**config.mk**
```make
export PLATFORM = sky130hd
export DESIGN_NAME = serial_adder_ctrl_flat
export DESIGN_NICKNAME = d
export VERILOG_FILES = /design/src/rtl/serial_adder_ctrl_if.sv /design/src/rtl/serial_adder_ctrl.sv /design/src/flat_wrapper.sv
export SDC_FILE = /design/constraint.sdc
export NUM_CORES = 1
export LEC_CHECK = 0
export ABC_AREA = 1
export CELL_PAD_IN_SITES_DETAIL_PLACEMENT = 1
export CELL_PAD_IN_SITES_GLOBAL_PLACEMENT = 1
export CORE_ASPECT_RATIO = 0.7
export CORE_MARGIN = 3
export CORE_UTILIZATION = 35
export CTS_CLUSTER_SIZE = 25
export DETAILED_ROUTE_END_ITERATION = 7
export PLACE_DENSITY_LB_ADDON = 0.1
export SYNTH_ARGS = -nofsm -noshare
export SYNTH_HDL_FRONTEND = slang
export SYNTH_SLANG_ARGS = --single-unit
```
**constraint.sdc**
```tcl
create_clock -name clk -period 2.16 [get_ports clk]
set_input_delay 0.432 -clock clk [delete_from_list [all_inputs] [get_ports clk]]
set_output_delay 0.432 -clock clk [all_outputs]
set_load 0.02 [all_outputs]
```
**src/rtl/serial_adder_ctrl_if.sv**
```systemverilog
// Handshake and operand/result bundle for the serial adder sequencer.
// The master drives start/a/b. The controller (slave) returns busy/done/sum/cout.
interface serial_adder_ctrl_if #(
  parameter int WIDTH = 8
);
  logic             start;
  logic [WIDTH-1:0] a;
  logic [WIDTH-1:0] b;
  logic             busy;
  logic             done;
  logic [WIDTH-1:0] sum;
  logic             cout;

  modport master (output start, a, b, input busy, done, sum, cout);
  modport slave  (input start, a, b, output busy, done, sum, cout);
endinterface

```
**src/rtl/serial_adder_ctrl.sv**
```systemverilog
// Adds two WIDTH-bit operands through one shared 2-bit adder slice, LSB chunk first.
//   state | meaning
//   IDLE  | waiting for start; operands latched on the accepting edge
//   RUN   | one 2-bit chunk per edge, carry registered between chunks
//   DONE  | single-cycle done pulse; sum/cout were just loaded
module serial_adder_ctrl #(
  parameter int WIDTH = 8
) (
  input  logic               clk,
  input  logic               rst_n,
  serial_adder_ctrl_if.slave bus
);
  localparam int N  = WIDTH / 2;
  localparam int CW = (N > 1) ? $clog2(N) : 1;

  typedef enum logic [1:0] {
    IDLE = 2'd0,
    RUN  = 2'd1,
    DONE = 2'd2
  } state_t;

  state_t           state, state_nxt;
  logic [CW-1:0]    cnt;
  logic             carry;
  logic [WIDTH-1:0] op_a, op_b, acc, acc_nxt, sum_q;
  logic             cout_q;
  logic [CW:0]      lsb;
  logic [2:0]       slice;
  logic             last_chunk;

  assign lsb        = {cnt, 1'b0};
  assign slice      = {1'b0, op_a[lsb +: 2]} + {1'b0, op_b[lsb +: 2]} + {2'b00, carry};
  assign last_chunk = (cnt == CW'(N - 1));

  // The final chunk must be merged combinationally so sum loads the complete result.
  always_comb begin
    acc_nxt            = acc;
    acc_nxt[lsb +: 2]  = slice[1:0];
  end

  always_ff @(posedge clk or negedge rst_n) begin
    if (!rst_n) state <= IDLE;
    else        state <= state_nxt;
  end

  always_comb begin
    state_nxt = state;
    case (state)
      IDLE:    if (bus.start) state_nxt = RUN;
      RUN:     if (last_chunk) state_nxt = DONE;
      DONE:    state_nxt = IDLE;
      default: state_nxt = IDLE;
    endcase
  end

  always_ff @(posedge clk or negedge rst_n) begin
    if (!rst_n) begin
      cnt    <= '0;
      carry  <= 1'b0;
      op_a   <= '0;
      op_b   <= '0;
      acc    <= '0;
      sum_q  <= '0;
      cout_q <= 1'b0;
    end else begin
      case (state)
        IDLE: begin
          if (bus.start) begin
            op_a  <= bus.a;
            op_b  <= bus.b;
            acc   <= '0;
            carry <= 1'b0;
            cnt   <= '0;
          end
        end
        RUN: begin
          acc   <= acc_nxt;
          carry <= slice[2];
          if (last_chunk) begin
            cnt    <= '0;
            sum_q  <= acc_nxt;
            cout_q <= slice[2];
          end else begin
            cnt <= cnt + 1'b1;
          end
        end
        default: ;
      endcase
    end
  end

  assign bus.busy = (state == RUN);
  assign bus.done = (state == DONE);
  assign bus.sum  = sum_q;
  assign bus.cout = cout_q;
endmodule

```
**src/flat_wrapper.sv**
```systemverilog
// flat-port wrapper written by rule: the top's interface ports become plain ports
module serial_adder_ctrl_flat 
#(
  parameter int WIDTH = 8
)
  (clk, rst_n, bus_start, bus_a, bus_b, bus_busy, bus_done, bus_sum, bus_cout);
  serial_adder_ctrl_if #(.WIDTH(WIDTH)) bus_i ();
  input  logic clk;
  input  logic rst_n;
  input wire logic [$bits(bus_i.start)-1:0] bus_start;
  input wire logic [$bits(bus_i.a)-1:0] bus_a;
  input wire logic [$bits(bus_i.b)-1:0] bus_b;
  output wire logic [$bits(bus_i.busy)-1:0] bus_busy;
  output wire logic [$bits(bus_i.done)-1:0] bus_done;
  output wire logic [$bits(bus_i.sum)-1:0] bus_sum;
  output wire logic [$bits(bus_i.cout)-1:0] bus_cout;
  assign bus_i.start = bus_start;
  assign bus_i.a = bus_a;
  assign bus_i.b = bus_b;
  assign bus_busy = bus_i.busy;
  assign bus_done = bus_i.done;
  assign bus_sum = bus_i.sum;
  assign bus_cout = bus_i.cout;
  serial_adder_ctrl #(.WIDTH(WIDTH)) u_core (.clk(clk), .rst_n(rst_n), .bus(bus_i));
endmodule
```
### Word level (Yosys, flattened, before mapping)

Cells that the tools add are included.

* register bits: 38
* latch bits: 0
* RAM bits: 0
* ROM bits: 0
* input bits: 19
* output and inout bits: 11
* word-level logic and storage cells: 38
* memories kept: 0

* add/sub/neg operators: 4
* $mul: 0
* divide/modulo/power cells: 0
* $lt $le $gt $ge: 0
* eq/ne operators: 5
* shift-type cells: 4
* mux-type cells: 11
* bitwise gates (word level): 0
* reduce and logical (&&, ||, !) cells: 6

Operators with widths (number)
* one-hot mux 8 bit (2 select lines): 1
* variable part select 8 x 4 -> 2 bit: 2
* bitwise mux 8 bit: 1
* 2-to-1 mux 2 bit: 4
* 2-to-1 mux 8 bit: 1
* one-hot mux 2 bit (2 select lines): 2
* AND reduction 2 bit: 4
* variable shift 2 x 5 -> 8 bit, first input constant: 1
* variable part select 2 x 5 -> 8 bit: 1
* negator 3 -> 5 bit: 1
* equality test 2 bit, second input constant: 2
* adder 2 x 2 -> 3 bit: 1
* adder 3 x 1 -> 3 bit: 1
* adder 2 x 1 -> 2 bit, second input constant: 1
* equality test 2 x 1 -> 1 bit, second input constant: 1
* logical NOT 2 bit: 1
* != test 2 x 1 -> 1 bit, second input constant: 1
* != test 2 bit, second input constant: 1
* one-hot mux 1 bit (2 select lines): 1
* nonzero test 2 bit: 1
* 2-to-1 mux 1 bit: 1

### Longest topological paths before layout

* depth in word-level cells: 6
* depth in mapped cells: 12
* depth with buffers taken out: 11

### Worst setup path before layout

No wires, ideal clock.

* path type: register -> register
* start: register u_core.cnt[0]
* end: register u_core.acc[3]
* library setup time: 0.065 ns
* data arrival time: 2.217 ns
* required time: 2.095 ns
* slack: -0.122 ns
* cell stages (with the launch flop): 13
* path buffers: 1
* clock period less this slack: 2.282 ns
* path through: dfrtp_1 > inv_1 > buf_2 > o21ai_0 > o22ai_1 > fa_1 > inv_1 > fa_1 > nor2_1 > nand3_1 > nand2_1 > nand2_1 > nand2_1

* word-level cells in the longest chain between the ends: 6
* elaborated cells on any way between the ends: 9
* classes of those cells: 3 x add/sub; 4 x shift; 2 x mux

Ends and longest elaborated chain
* from (decl): line serial_adder_ctrl.sv:23 `logic [CW-1:0] cnt;`
* from (signal assigned): line serial_adder_ctrl.sv:84 `cnt <= cnt + 1'b1;`
* variable part select 8 x 4 -> 2 bit: line serial_adder_ctrl.sv:32 `assign slice = {1'b0, op_a[lsb +: 2]} + {1'b0, op_b[lsb +: 2]} + {2'b00, carry};`
* adder 2 x 2 -> 3 bit: line serial_adder_ctrl.sv:32
* adder 3 x 1 -> 3 bit: line serial_adder_ctrl.sv:32
* variable part select 2 x 5 -> 8 bit: line serial_adder_ctrl.sv:38 `acc_nxt[lsb +: 2] = slice[1:0];`
* bitwise mux 8 bit (*): line serial_adder_ctrl.sv:38
* one-hot mux 8 bit (2 select lines) (*): line serial_adder_ctrl.sv:66 `case (state)`
* to (signal assigned): line serial_adder_ctrl.sv:77 `acc <= acc_nxt;`
* to (decl): line serial_adder_ctrl.sv:25 `logic [WIDTH-1:0] op_a, op_b, acc, acc_nxt, sum_q;`

Every way passes the cells marked *; elsewhere a longest branch is shown, timed or not.
A chain may end at the register's enable or synchronous reset.

### Worst setup path after layout

* start: register u_core.cnt[0]
* end: register u_core.sum_q[5], in the netlist u_core.bus.sum[5]

* word-level cells in the longest chain between the ends: 5
* elaborated cells on any way between the ends: 10
* classes of those cells: 3 x add/sub; 1 x eq/ne; 4 x shift; 1 x mux; 1 x reduce/logical

Ends and longest elaborated chain
* variable part select 8 x 4 -> 2 bit: line serial_adder_ctrl.sv:32
* adder 2 x 2 -> 3 bit: line serial_adder_ctrl.sv:32
* adder 3 x 1 -> 3 bit: line serial_adder_ctrl.sv:32
* variable part select 2 x 5 -> 8 bit: line serial_adder_ctrl.sv:38
* bitwise mux 8 bit: line serial_adder_ctrl.sv:38
* to (signal assigned): line serial_adder_ctrl.sv:81 `sum_q <= acc_nxt;`
* to (decl): line serial_adder_ctrl.sv:25

Parallel ways exist; a longest one is shown, timed or not.

==> impl_metrics.xml <==
<?xml version="1.0" encoding="UTF-8"?>
<metrics>
  <group name="setup_path">
    <metric name="critical_path_peak_fanout" unit="">7</metric>
    <metric name="arrival" unit="ns">2.39</metric>
    <metric name="worst-r2r-setup-slack" unit="ns">-0.005</metric>
    <metric name="ff_to_ff_end" unit="">u_core.bus.sum[5]</metric>
    <metric name="crit-reg2reg-launch" unit="">u_core.cnt[0]</metric>
    <metric name="required" unit="ns">2.39</metric>
    <metric name="critical_path_class" unit="">flop to flop</metric>
    <metric name="critPathCaptureType" unit="">flop</metric>
    <metric name="start_kind" unit="">flop</metric>
    <metric name="worst_r2r_path_depth" unit="">11</metric>
  </group>
  <group name="outcome">
    <metric name="failed_checks" unit="">setup timing</metric>
    <metric name="run_status" unit="">complete, but fails checks</metric>
  </group>
  <group name="yosys">
    <metric name="synth_area" unit="um^2">1884</metric>
    <metric name="synth.distinct_cells" unit="">19</metric>
    <metric name="synth_warnings" unit="">0</metric>
    <metric name="synth_top_area_cell" unit="">dfrtp_1</metric>
    <metric name="syn-num-nets" unit="">266</metric>
    <metric name="postSynthCellCount" unit="">239</metric>
    <metric name="synth_seq_cells" unit="">38</metric>
    <metric name="synth_sequential_area_ratio" unit="%">50.46</metric>
    <metric name="syn_area_per_cell" unit="um^2">7.884</metric>
    <metric name="synth_largest_type_area_fraction" unit="%">50.46</metric>
    <metric name="netlist_top_cells_area" unit="">dfrtp_1 (50%), nand2_1 (24%), ha_1 (4.0%)</metric>
  </group>
  <group name="cells_and_area">
    <metric name="final_cell_mix" unit="">nand2_1 (118), dfrtp_1 (37), clkdlybuf4s50_1 (28)</metric>
    <metric name="fraction_of_layout_instances_using_a_drive_strength_above_1" unit="%">17.67</metric>
    <metric name="nets" unit="">309</metric>
    <metric name="filler_cell_count" unit="">627</metric>
    <metric name="final_cell_count_no_fill" unit="">352</metric>
    <metric name="final_core_util" unit="%">49.42</metric>
    <metric name="flow.area_growth_from_synthesis" unit="%">30.94</metric>
    <metric name="insertedDiodeCount" unit="">0</metric>
    <metric name="final_common_cell" unit="">nand2_1</metric>
  </group>
  <group name="place">
    <metric name="finalWeightedCongestion" unit="">0.7711</metric>
    <metric name="port_buffers" unit="">29</metric>
    <metric name="detailedPlacementHpwl" unit="mm">3.616</metric>
    <metric name="dp_cells" unit="">342</metric>
  </group>
  <group name="global_route">
    <metric name="via_count_of_the_first_global_routing_pass" unit="">1666</metric>
    <metric name="overflow" unit="">0</metric>
    <metric name="antenna_found_initial" unit="">0</metric>
    <metric name="grt_util_all_layers" unit="%">16.99</metric>
    <metric name="global_route_wire_length_before_repair" unit="mm">8.142</metric>
    <metric name="maximum_number_of_pins_on_one_net_before_global_route_repair" unit="">23</metric>
  </group>
  <group name="drt">
    <metric name="vias" unit="">1601</metric>
    <metric name="drcViolationCount" unit="">0</metric>
    <metric name="postRouteAntennaNets" unit="">0</metric>
    <metric name="detailedRoute.firstIterationViolations" unit="">49</metric>
    <metric name="dr.pass1.iters" unit="">4</metric>
    <metric name="wl_per_cell" unit="um">13.74</metric>
    <metric name="drt-total-wl" unit="mm">4.837</metric>
    <metric name="avgViaCountPerCell" unit="">4.548</metric>
  </group>
  <group name="pwr">
    <metric name="power_density" unit="nW/um^2">1498</metric>
    <metric name="vdd_ir_drop_max" unit="mV">0.5759</metric>
    <metric name="power.leakage" unit="uW">0.001280</metric>
  </group>
  <group name="floorplan">
    <metric name="num_io_pins" unit="">30</metric>
    <metric name="core" unit="um^2">4992</metric>
    <metric name="floorplan.die.height" unit="um">67.39</metric>
    <metric name="rows" unit="">21</metric>
    <metric name="die_footprint" unit="um^2">6314</metric>
    <metric name="initial_utilization" unit="%">37.74</metric>
    <metric name="die_w" unit="um">93.70</metric>
  </group>
  <group name="clocking">
    <metric name="clock_sink_count" unit="">38</metric>
    <metric name="number_of_buffers_on_the_longest_clock_path" unit="">2</metric>
    <metric name="cts_tree" unit="">built</metric>
    <metric name="h-tree-depth" unit="">2</metric>
    <metric name="cts-hold-fix-buffers" unit="">0</metric>
    <metric name="root_buffer" unit="">clkbuf_8</metric>
    <metric name="cts_buf_count" unit="">5</metric>
    <metric name="clock_input_transition_at_the_sequential_cells_of_the_worst_setup_and_hold_paths" unit="ns">0.07</metric>
    <metric name="clock_insertion_delay_worst_skew" unit="ns">0.29</metric>
  </group>
  <group name="timing">
    <metric name="final-hold-violation-count" unit="">0</metric>
    <metric name="report.final.slew_viol_count" unit="">0</metric>
    <metric name="period_needed" unit="ns">2.165</metric>
    <metric name="setup_ws" unit="ns">-0.005073</metric>
    <metric name="slew_headroom" unit="%">63.78</metric>
    <metric name="fin_skew" unit="ns">0.005618</metric>
    <metric name="max_freq" unit="MHz">461.9</metric>
    <metric name="totalNegativeSetupSlack" unit="ns">-0.008876</metric>
    <metric name="fin_crit_sh" unit="%">100.2</metric>
    <metric name="holdWs" unit="ns">0.1222</metric>
    <metric name="setup_violations" unit="">2</metric>
    <metric name="tightestPinTransition" unit="ns">0.5433</metric>
    <metric name="rsz_0062_raised_after_global_routing" unit="">true</metric>
  </group>
  <group name="run">
    <metric name="timing.max_cap.violations" unit="">0</metric>
  </group>
  <group name="hold_path">
    <metric name="timing.hold.worst.class" unit="">primary input to async pin</metric>
  </group>
</metrics>
where the power goes:
part | total [uW] | internal (uW) | switching, uW
Sequential | 1230 | 1010 | 222
Combinational | 1970 | 796 | 1170
Clock | 501 | 257 | 243
Total | 3700 | 2060 | 1640
worst max-delay path, stage by stage (launching register included):
cell and delay [ns]:
dfrtp_2 0.45, inv_4 0.08, o21ai_2 0.15, o22ai_2 0.09
fa_2 0.36, inv_2 0.06, fa_1 0.46, nor2_4 0.17
nand3_1 0.10, nand2_1 0.09, nand2_1 0.05, nand2_1 0.05
worst max-delay path by stage:
stage                   from                 to  slack [ns]  cells after the start
2_1_floorplan  u_core.cnt[0]      u_core.acc[5]       0.002                     12
3_3_place_gp   u_core.cnt[0]  u_core.bus.sum[5]        0.03                     11
3_5_place_dp   u_core.cnt[0]      u_core.acc[5]       -0.01                     11
4_1_cts        u_core.cnt[0]      u_core.acc[5]       0.007                     11
5_1_grt        u_core.cnt[0]  u_core.bus.sum[1]       -0.12                     11
6_report       u_core.cnt[0]  u_core.bus.sum[5]      -0.005                     11
metrics by stage:
step	setup WS, ns	total power (uW)	area (um^2)
5_1_grt	-0.1243	4049	2467
3_5_place_dp	-0.01420	3031	2310
4_1_cts	0.006623	3571	2409
3_3_place_gp	0.02849	2990	2310
6_report	-0.005073	3697	2467
2_1_floorplan	0.001594	2402	1903
registers in the layout (all words and copies together) (netlist names):
| signal | count |
|---|---|
| u_core.acc | 8 |
| u_core.bus.sum | 8 |
| u_core.op_a | 8 |
| u_core.op_b | 8 |
| u_core.cnt | 2 |
| u_core.state | 2 |
| u_core.bus.cout | 1 |
| u_core.carry | 1 |
repair_timing:
item / in CTS / in global routing
setup endpoints to repair: 6 / 8
gates resized for setup: 0 / 16
setup buffers: 1 / 1
pin swaps: 1 / 11
routing by layer:
layer | vias up | share of wire [%] | global-route usage (%) | wire (um)
li1 | 812 | - | - | -
met1 | 752 | 54 | 24.98 | 2598
met2 | 31 | 41 | 24.85 | 1997
met3 | 6 | 4.2 | 4.454 | 203
met4 | 0 | 0.79 | 4.324 | 38
met5 | - | 0 | 0 | 0
Yosys cell counts:
library cell  instances
nor2_2                1
fa_1                  2
o21ai_0               6
inv_2                 5
nand2_2               4
ha_1                  6
buf_2                 2
nand3_1              11
nor2_1               14
buf_4                 2
nor2_4                1
inv_1                15
nand2_1             121
clkinv_2              1
dfrtp_1              38
o21bai_1              3
buf_6                 2
o22ai_1               4
o21ai_2               1
cells by family (layout without fill, tap and decap cells):
| family | count (synthesis) | count (layout) | share of synthesized area, % |
|---|---|---|---|
| and+or+nand+nor | 152 | 152 | 32.07 |
| DFF | 38 | 38 | 50.46 |
| buffers and inverters | 27 | 71 | 6.772 |
| AOI/OAI and AO/OA | 14 | 14 | 4.582 |
| adders and majority gates | 8 | 8 | 6.109 |
area by class of cell:
cell class | instances | area [um^2] | share of cell area (%)
timing repair buffer | 42 | 395.4 | 16.02
clock inverter | 1 | 5.005 | 0.2028
multi-input combinational | 174 | 859.6 | 34.84
sequential | 38 | 952.2 | 38.59
inverter | 21 | 82.58 | 3.347
clock buffer | 7 | 86.33 | 3.499
tap | 69 | 86.33 | 3.499
No activity file was read; power rests on OpenSTA's default activity.
